### src/rtl/arb_pkg.sv
// Shared types and defaults for the fetch/data memory arbiter.
// Imported by the arbiter top and its counters.
package arb_pkg;

    typedef enum logic [1:0] {
        ARB_IDLE    = 2'd0,
        ARB_BUSY_IF = 2'd1,
        ARB_BUSY_D  = 2'd2
    } arb_state_e;

    typedef enum logic {
        SEL_IF = 1'b0,
        SEL_D  = 1'b1
    } arb_sel_e;

    localparam int ARB_TIMEOUT_DEF    = 16;
    localparam int ARB_STARVE_MAX_DEF = 4;

endpackage

### src/rtl/arb_timeout_cnt.sv
// Loadable saturating up-counter with clear, enable and terminal count.
// Used for both the busy timeout and the fetch starvation count.
module arb_timeout_cnt #(
    parameter int MAX = 16,
    parameter int W   = $clog2(MAX + 1)
) (
    input  logic         clk,
    input  logic         rst_n,
    input  logic         clr_i,
    input  logic         load_i,
    input  logic [W-1:0] load_val_i,
    input  logic         en_i,
    output logic         tc_o
);

    localparam logic [W-1:0] MAX_V = W'(MAX);

    logic [W-1:0] cnt_q;
    logic [W-1:0] cnt_d;

    // Next count: load beats clear beats a saturating increment
    always_comb begin
        cnt_d = cnt_q;
        if (load_i) begin
            cnt_d = load_val_i;
        end else if (clr_i) begin
            cnt_d = '0;
        end else if (en_i && (cnt_q != MAX_V)) begin
            cnt_d = cnt_q + 1'b1;
        end
    end

    // Count register
    always_ff @(posedge clk or negedge rst_n) begin
        if (!rst_n) begin
            cnt_q <= '0;
        end else begin
            cnt_q <= cnt_d;
        end
    end

    assign tc_o = (cnt_q == MAX_V);

endmodule

### src/rtl/mem_arbiter.sv
// Arbitrates fetch and load/store traffic onto one single-port memory,
// with per-transaction timeout and a fetch anti-starvation override.
module mem_arbiter
    import arb_pkg::*;
#(
    parameter int ADDR_W     = 32,
    parameter int DATA_W     = 32,
    parameter int TIMEOUT    = ARB_TIMEOUT_DEF,
    parameter int STARVE_MAX = ARB_STARVE_MAX_DEF
) (
    input  logic              clk,
    input  logic              rst_n,
    input  logic              if_req,
    input  logic [ADDR_W-1:0] if_addr,
    output logic [DATA_W-1:0] if_rdata,
    output logic              if_ack,
    input  logic              d_req,
    input  logic              d_we,
    input  logic [ADDR_W-1:0] d_addr,
    input  logic [DATA_W-1:0] d_wdata,
    output logic [DATA_W-1:0] d_rdata,
    output logic              d_ack,
    output logic              mem_req,
    output logic              mem_we,
    output logic [ADDR_W-1:0] mem_addr,
    output logic [DATA_W-1:0] mem_wdata,
    input  logic [DATA_W-1:0] mem_rdata,
    input  logic              mem_ack,
    output logic              stall,
    output logic              bus_err
);

    localparam int TO_W = $clog2(TIMEOUT + 1);
    localparam int SV_W = $clog2(STARVE_MAX + 1);

    arb_state_e        state_q;
    logic              req_q;
    logic              we_q;
    logic [ADDR_W-1:0] addr_q;
    logic [DATA_W-1:0] wdata_q;

    arb_sel_e sel_d;
    logic     busy;
    logic     grant;
    logic     to_tc;
    logic     starve_full;
    logic     done;

    // Winner selection; a full starvation count hands the slot to fetch
    always_comb begin
        sel_d = SEL_IF;
        if (d_req && !(if_req && starve_full)) begin
            sel_d = SEL_D;
        end
    end

    assign busy  = (state_q == ARB_BUSY_IF) || (state_q == ARB_BUSY_D);
    assign grant = (state_q == ARB_IDLE) && (if_req || d_req);
    assign done  = busy && (mem_ack || to_tc);

    // Busy-cycle count: loaded to 1 on grant so it equals the busy cycle number
    arb_timeout_cnt #(
        .MAX (TIMEOUT),
        .W   (TO_W)
    ) u_timeout (
        .clk        (clk),
        .rst_n      (rst_n),
        .clr_i      (done),
        .load_i     (grant),
        .load_val_i (TO_W'(1)),
        .en_i       (busy && !mem_ack),
        .tc_o       (to_tc)
    );

    // Data grants won while fetch was waiting
    arb_timeout_cnt #(
        .MAX (STARVE_MAX),
        .W   (SV_W)
    ) u_starve (
        .clk        (clk),
        .rst_n      (rst_n),
        .clr_i      (grant && (sel_d == SEL_IF)),
        .load_i     (1'b0),
        .load_val_i ('0),
        .en_i       (grant && (sel_d == SEL_D) && if_req),
        .tc_o       (starve_full)
    );

    // Arbiter FSM; latches the winner's request for the whole busy phase
    always_ff @(posedge clk or negedge rst_n) begin
        if (!rst_n) begin
            state_q <= ARB_IDLE;
            req_q   <= 1'b0;
            we_q    <= 1'b0;
            addr_q  <= '0;
            wdata_q <= '0;
        end else begin
            unique case (state_q)
                ARB_IDLE: begin
                    if (grant) begin
                        req_q <= 1'b1;
                        if (sel_d == SEL_D) begin
                            state_q <= ARB_BUSY_D;
                            we_q    <= d_we;
                            addr_q  <= d_addr;
                            wdata_q <= d_wdata;
                        end else begin
                            state_q <= ARB_BUSY_IF;
                            we_q    <= 1'b0;
                            addr_q  <= if_addr;
                            wdata_q <= '0;
                        end
                    end
                end
                ARB_BUSY_IF, ARB_BUSY_D: begin
                    if (done) begin
                        state_q <= ARB_IDLE;
                        req_q   <= 1'b0;
                        we_q    <= 1'b0;
                    end
                end
                default: begin
                    state_q <= ARB_IDLE;
                    req_q   <= 1'b0;
                    we_q    <= 1'b0;
                end
            endcase
        end
    end

    assign mem_req   = req_q;
    assign mem_we    = we_q;
    assign mem_addr  = addr_q;
    assign mem_wdata = wdata_q;

    // Acks fire on memory completion or timeout; data only on real completion
    always_comb begin
        if_ack   = (state_q == ARB_BUSY_IF) && (mem_ack || to_tc);
        d_ack    = (state_q == ARB_BUSY_D) && (mem_ack || to_tc);
        if_rdata = '0;
        d_rdata  = '0;
        if ((state_q == ARB_BUSY_IF) && mem_ack) begin
            if_rdata = mem_rdata;
        end
        if ((state_q == ARB_BUSY_D) && mem_ack) begin
            d_rdata = mem_rdata;
        end
    end

    assign bus_err = busy && !mem_ack && to_tc;
    assign stall   = (if_req && !if_ack) || (d_req && !d_ack);

endmodule
### config.mk
export PLATFORM = sky130hd
export DESIGN_NAME = mem_arbiter
export DESIGN_NICKNAME = d
export VERILOG_FILES = /design/src/rtl/arb_pkg.sv /design/src/rtl/arb_timeout_cnt.sv /design/src/rtl/mem_arbiter.sv
export SDC_FILE = /design/constraint.sdc
export NUM_CORES = 1
export LEC_CHECK = 0
export CAP_MARGIN = 5
export CORE_MARGIN = 8
export CORE_UTILIZATION = 37
export DETAILED_ROUTE_END_ITERATION = 8
export PLACE_DENSITY = 0.89
export SYNTH_ARGS = -nofsm -noshare
export SYNTH_HDL_FRONTEND = slang
export SYNTH_SLANG_ARGS = --single-unit
### constraint.sdc
create_clock -name clk -period 2.3 [get_ports clk]
set_input_delay 0.46 -clock clk [delete_from_list [all_inputs] [get_ports clk]]
set_output_delay 0.46 -clock clk [all_outputs]
set_load 0.02 [all_outputs]
# After elaboration in Yosys (flattened, before gate mapping)
# Index checks and enable logic that the tools add are counted.
# word_totals
register_bits	76
wordCells	69
# classes
n_reduce_logical	31
n_eq_ne	8
mux	20
n_addsub	2
n_bitwise	1
# op_table
cell	count
two-way mux 32 bit	4
logical AND 1 bit	17
two-way mux 5 bit	3
two-way mux 2 bit	3
two-way mux 3 bit	2
adder 5 x 1 -> 5 bit, second input constant	1
== test 5 bit, second input constant	1
two-way mux 1 bit	5
inequality test 5 bit, second input constant	1
logical NOT 1 bit	4
logical OR 1 bit	4
inequality test 2 bit, second input constant	2
case mux 1 bit (2 select lines)	2
case mux 2 bit (2 select lines)	1
AND reduction 2 bit	2
adder 3 x 1 -> 3 bit, second input constant	1
== test 3 bit, second input constant	1
inequality test 3 bit, second input constant	1
nonzero test 3 bit	1
== test 2 x 1 -> 1 bit, second input constant	1
== test 2 bit, second input constant	1
logical NOT 2 bit	1
nonzero test 2 bit	1
OR reduction 2 bit	1
NOT 1 bit	1

# Logic depth before layout (Yosys ltp)
# Gate-level depths: netlist of the first run.
# depth
depth_word	10
depth_mapped	7

# Cells and area by module
# Synthesis of the first run repeated with hierarchy kept, for this count alone.
# hier_totals
hier_cells	343
hier_area_um2	3827.4
# modules_own_cells
mod	area_per_inst_um2	cells_per_inst	seq_area_each_um2	n_inst
mem_arbiter	3294.4	290	1701.6	1
arb_timeout_cnt (u_timeout)	327.8	33	125.1	1
arb_timeout_cnt (u_starve)	205.2	20	75.1	1

# Least setup slack after synthesis of the first run
# No wires, ideal clock.
# synth_path
path_kind	reg2out
from	register u_timeout.cnt_q[0]
to	output stall
n_path_buf	0
arrival_ps	1248
slack_ps	592
path_stages_with_launch	6
cell_sequence	dfrtp_1 > inv_1 > ha_1 > and4bb_1 > o21ai_1 > a22o_1
# synth_between
elab_chain_len	6
elab_cells_between_ends	9
classes_between	1 x eq/ne; 8 x reduce/logical
# synth_lines
element	line_no	source
from (decl)	arb_timeout_cnt.sv:18	logic [W-1:0] cnt_q;
from (signal assigned)	arb_timeout_cnt.sv:38	cnt_q <= cnt_d;
== test 5 bit *	arb_timeout_cnt.sv:42	assign tc_o = (cnt_q == MAX_V);
logical OR 1 bit *	mem_arbiter.sv:138, mem_arbiter.sv:139	
logical AND 1 bit, on equally long branches	mem_arbiter.sv:138, mem_arbiter.sv:139	
logical NOT 1 bit	mem_arbiter.sv:151	assign stall = (if_req && !if_ack) || (d_req && !d_ack);
logical AND 1 bit	mem_arbiter.sv:151	
logical OR 1 bit *	mem_arbiter.sv:151	
to (decl)	mem_arbiter.sv:29	output logic stall,
# Every way passes the cells marked *; elsewhere a longest branch is shown, timed or not.

# Worst setup path after layout of the first run
# Ends and elaborated chain as after synthesis.

==> results of run 1 <==
## area by class of cell
cell class,count,area (um2)
multi-input combinational,350,2100
clock inverter,4,26.3
tap,143,179
timing repair buffer,294,2880
fill,930,3960
clock buffer,11,243
sequential,76,1900
inverter,9,33.8
## worst max-delay path, delay by kind of cell, from the launching register on
kind                     cells  cell delay, ns
flip-flops                   1            0.39
buffers and inverters        3            0.38
AO/OA/AOI/OAI                2            0.33
AND/OR/NAND/NOR              1            0.26
adder cells (fa/ha/maj)      1            0.14
## metal layers
metal	vias to the layer above	wire length, um
li1	2203	-
met1	2211	6030
met2	243	8380
met3	40	1820
met4	0	629
met5	-	0
## sequential cells by signal, indices dropped and copies added, names as in the netlist
signal           count
mem_addr            32
mem_wdata           32
u_timeout.cnt_q      5
u_starve.cnt_q       3
state_q              2
mem_req              1
mem_we               1
## logic make-up (layout without fill, tap and decap cells)
group / after synthesis / in the layout
AO/OA/AOI/OAI: 88 / 88
adder cells (fa/ha/maj): 7 / 7
buffers and inverters: 58 / 318
flip-flops: 76 / 76
AND/OR/NAND/NOR: 255 / 255
## worst max-delay path by stage
stage / start / endpoint / slack [ns] / cells after the start
2_1_floorplan: u_timeout.cnt_q[0] / stall / 0.59 / 5
3_3_place_gp: mem_ack / if_rdata[14] / -0.16 / 4
3_5_place_dp: mem_ack / d_rdata[3] / -0.19 / 4
4_1_cts: u_timeout.cnt_q[0] / stall / 0.008 / 7
5_1_grt: u_timeout.cnt_q[0] / stall / -0.08 / 7
6_report: u_timeout.cnt_q[0] / stall / 0.01 / 7
## power breakdown
part	leakage (uW)	internal (uW)	total, uW	switching, uW
sequential	0.000960	1960	2320	360
combinational	0.00252	2310	5290	2980
clock	0.000131	752	1290	534
## metrics by stage
step | instances | total power [uW] | setup slack [ns] | cell area (um2)
final | 887 | 8900 | 0.0140 | 7360
after global routing | 887 | 9430 | -0.0815 | 7360
after CTS | 886 | 8970 | 0.00761 | 7360
after detailed placement | 867 | 7680 | -0.186 | 7110
after global placement | 867 | 7480 | -0.159 | 7110
after floorplan | 484 | 5160 | 0.592 | 4250
## what timing repair did
action                     in CTS  in global routing
pin swaps                       0                  0
setup endpoints to repair      68                  1
gates resized for setup        74                  0
setup buffers                   4                  1
## placed cells by master, fill, tap and decap left out, types with 3 or more instances in the layout
| cell type | n |
|---|---|
| nand2b_1 | 3 |
| clkbuf_16 | 9 |
| buf_12 | 7 |
| dfrtp_1 | 76 |
| nand2_1 | 137 |
| dlygate4sd2_1 | 66 |
| inv_1 | 7 |
| buf_4 | 22 |
| o211ai_2 | 30 |
| a21oi_1 | 3 |
| o211ai_1 | 3 |
| and3_1 | 64 |
| nand4_1 | 34 |
| clkdlybuf4s50_1 | 198 |
| o21ai_1 | 35 |
| ha_1 | 6 |
| nor2_1 | 4 |
| nand3_1 | 4 |
==> qor.yml, run 1 <==
cts_buffer_depth: 2
ys_seq_area_share_pct: 44.8
antenna_cells: 0
synth_common_cells: "nand2_1, dfrtp_1, and3_1, o21ai_1, nand4_1"
synthArstFlopShare_pct: 100
dieArea_um2: 15200
synth_top_area_cell: "dfrtp_1"
cts_tree: "done"
syn_to_final_growth_pct: 73.4
period_minus_slack_ns: 2.29
grt_max_degree: 77
ant_nets: 0
whs_ns: 0.259
start_kind: "register"
tightestPinTransition_ns: 0.991
insertion_delay_ns: 0.33
cts.sinks: 76
r2r-start: "state_q[0]"
busiest_layer: "met2"
p_leak_uw: 0.00361
critPathCaptureType: "output port"
drt_iter0_drc: 276
vias: 4697
timing.final.crit_share_pct: 99.4
r2r.worst_path.cells: 6
synth_top_area_share_pct: 44.8
die_w_um: 123
cpMaxStageDelayCell: "dfrtp_1"
antenna_found_initial: 0
path_class: "reg -> out"
met3_usage_pct: 7.95
firstDrtPassIters: 4
drive_above_1_share_pct: 11.0
cp_common_cell: "buf_4"
syn_area_um2: 4250
fin_nets: 881
synth_top_family_by_area: "simple AND/OR/NAND/NOR gates"
synth_area_per_cell_um2: 8.77
cts_buffers: 9
critPathMaxStageDelay_ns: 0.39
r2r_setup_slack_ns: 0.59
gp_congestion: 0.844
yosysMostFrequentCell: "nand2_1"
drv_cap: 0
grt_setup_unrepaired: "true"
viasPerCell: 5.30
synth_adder_area_share_pct: 2.06
synth_fp_nets: 625
worstPathCellList: "inv_2 -> ha_4 -> and4bb_1 -> o21ai_2 -> buf_4 -> a22o_4 -> buf_4"
synthCells: 484
grt_usage_pct: 21.0
max_slew_margin_pct: 33.9
hp-class: "in -> async"
wl_mm: 16.9
htree_levels: 3
use_met2_pct: 37.1
port_buffers: 267
grt_pass1_wl_mm: 25.1
synth_xor_xnor_area_share_pct: 0
critPathArrivalTime_ns: 1.83
gr-total-overflow: 0
die_h_um: 123
synth_compound_area_share_pct: 16.8
clk_pin_slew_ns: 0.06
hold_viol: 0
final_util_pct: 65.0
synth_edf_count: 0
synthTopCellsByArea: "dfrtp_1, nand2_1, and3_1, o211ai_2, nand4_1"
outcome: "finished, final reports clean"
met1_usage_pct: 21.3
ys_ff_latch: 76
cp.required_ns: 1.84
max_freq_mhz: 437
route.detailed.drc: 0
synthMuxAreaShare_pct: 0
irDropWorstVdd_uv: 692
num_io_pins: 268
crit_fanout: 3
core_area_um2: 11300
finalSetupViolations: 0
finalClockSkew_ns: 0.0135
cts_hold_buf: 0
synth_ff_type: "dfrtp_1"
synth-simple-area-share_pct: 29.8
power-per-cell-area_nw_per_um2: 1210
dp_hpwl_mm: 12.8
yosys_warnings: 0
r2r_end: "state_q[0]"
rows: 39
detail_route.wl_per_cell_um: 19.0
root_buffer: "clkbuf_16"
fin_setup_tns_ns: 0
drv_slew: 0
yosysUniqueCellTypes: 34
grt_pass1_vias: 4830
initial_core_util_pct: 37.5
Note: power is estimated with default switching activity, not from simulation.
==> run 2, diff against run 1 <==
CORE_ASPECT_RATIO = 1.4   (was not set)
==> qor.yml, run 2 (synthesis gave the netlist of run 1 again) <==
outcome: "finished, final reports clean"
p_leak_uw: 0.00357
tightestPinTransition_ns: 0.532
cp.required_ns: 1.84
syn_to_final_growth_pct: 74.0
whs_ns: 0.0770
die_h_um: 143
htree_levels: 3
hp-class: "in -> async"
start_kind: "register"
fin_nets: 879
grt_setup_unrepaired: "true"
route.detailed.drc: 0
cpMaxStageDelayCell: "dfrtp_1"
final_util_pct: 65.5
period_minus_slack_ns: 2.27
preCtsSetupSlack_ns: -0.174
worstPathCellList: "inv_2 -> ha_1 -> and4bb_2 -> o21ai_2 -> buf_4 -> a22o_1 -> buf_6"
dp_hpwl_mm: 13.5
critPathMaxStageDelay_ns: 0.39
timing.final.crit_share_pct: 98.9
port_buffers: 267
multi_input_area_um2: 2090
cts.sinks: 76
path_class: "reg -> out"
grt_usage_pct: 21.6
wl_mm: 17.4
core_area_um2: 11300
rows: 46
ant_nets: 0
insertion_delay_ns: 0.33
mostFrequentLayoutCell: "clkdlybuf4s50_1"
fillers: 935
finalSetupViolations: 0
critPathArrivalTime_ns: 1.81
firstDrtPassIters: 5
num_io_pins: 268
hold_viol: 0
max_slew_margin_pct: 64.4
dieArea_um2: 15200
grt_pass1_wl_mm: 26.3
fin_setup_tns_ns: 0
crit_fanout: 3
drv_cap: 0
viasPerCell: 5.39
register_area_um2: 1900
finalClockSkew_ns: 0.00763
drt_iter0_drc: 257
drv_slew: 0
root_buffer: "clkbuf_16"
cts_tree: "done"
vias: 4778
clk_pin_slew_ns: 0.06
grt_pass1_vias: 5107
antenna_found_initial: 0
die_w_um: 107
mostFrequentLayoutCells: "clkdlybuf4s50_1, nand2_1, dfrtp_1"
setup_ws_ns: 0.0252
grt_max_degree: 68
critPathCaptureType: "output port"
gr-total-overflow: 0
max_freq_mhz: 440
initial_core_util_pct: 37.6
detail_route.wl_per_cell_um: 19.6
cts_buffers: 9
cts_buffer_depth: 2
drive_above_1_share_pct: 10.9
antenna_cells: 0
irDropWorstVdd_uv: 637
power-per-cell-area_nw_per_um2: 1210
gp_congestion: 0.824
-- run 2: cell count changes in the layout (fill, tap and decap cells not counted), sizes merged --
cell / change
buf: -2
bufinv: +1
clkbuf: +2
clkdlybuf4s15: +11
clkdlybuf4s50: -1
clkinv: -1
dlygate4sd2: -13
dlymetal6s2s: +1
inv: +1
-- run 2: power breakdown --
| group | internal [uW] | switching [uW] |
|---|---|---|
| clock | 845 | 542 |
| combinational | 2290 | 2960 |
| sequential | 1960 | 376 |
-- run 2: layout make-up --
type	instances	share of cell area, %
Clock buffer	11	3.15
Clock inverter	5	0.813
Inverter	9	0.457
Multi-Input combinational cell	350	28.2
Sequential cell	76	25.7
Tap cell	144	2.44
Timing Repair Buffer	292	39.2
-- run 2: path summary, 6_finish.rpt --
check / start / end / slack, ns / depth (start not counted)
max in group asynchronous: rst_n / mem_addr[24] / 1.63 / 2
min in group clk: mem_addr[19] / mem_addr[19] / 0.49 / 2
min reg2reg: mem_addr[19] / mem_addr[19] / 0.49 / 2
min: rst_n / mem_wdata[17] / 0.08 / 1
max reg2reg: state_q[0] / u_starve.cnt_q[2] / 0.52 / 6
max: u_timeout.cnt_q[0] / stall / 0.03 / 7
-- run 2: critical path: cells and delay by family (launching register included) --
family          cells  cell delay, ns
flops               1            0.39
buf+inv             3            0.34
simple gates        1            0.29
compound gates      2            0.31
fa+ha+maj           1            0.16
-- run 2: what timing repair did --
item / CTS / global route
hold endpoints to repair: 0 / 0
gates resized for setup: 71 / 15
hold buffers: 0 / 0
buffers inserted: 1 / 0
gates cloned: 0 / 1
endpoints found under the setup margin: 67 / 15
-- run 2: per-layer routing --
metal / track usage [%] / vias up / routed length [um]
met2: 38.9 / 266 / 8940
met5: 0 / - / 0
met4: 11.1 / 0 / 695
met1: 21.8 / 2259 / 6210
met3: 6.99 / 45 / 1580
li1: - / 2208 / -
-- run 2: metrics by stage --
step	total power, uW	cells	cell area, um2
2_1_floorplan	5160	484	4250
3_3_place_gp	7470	869	7120
3_5_place_dp	7690	869	7120
4_1_cts	9030	886	7350
5_1_grt	9490	887	7390
6_report	8970	887	7390
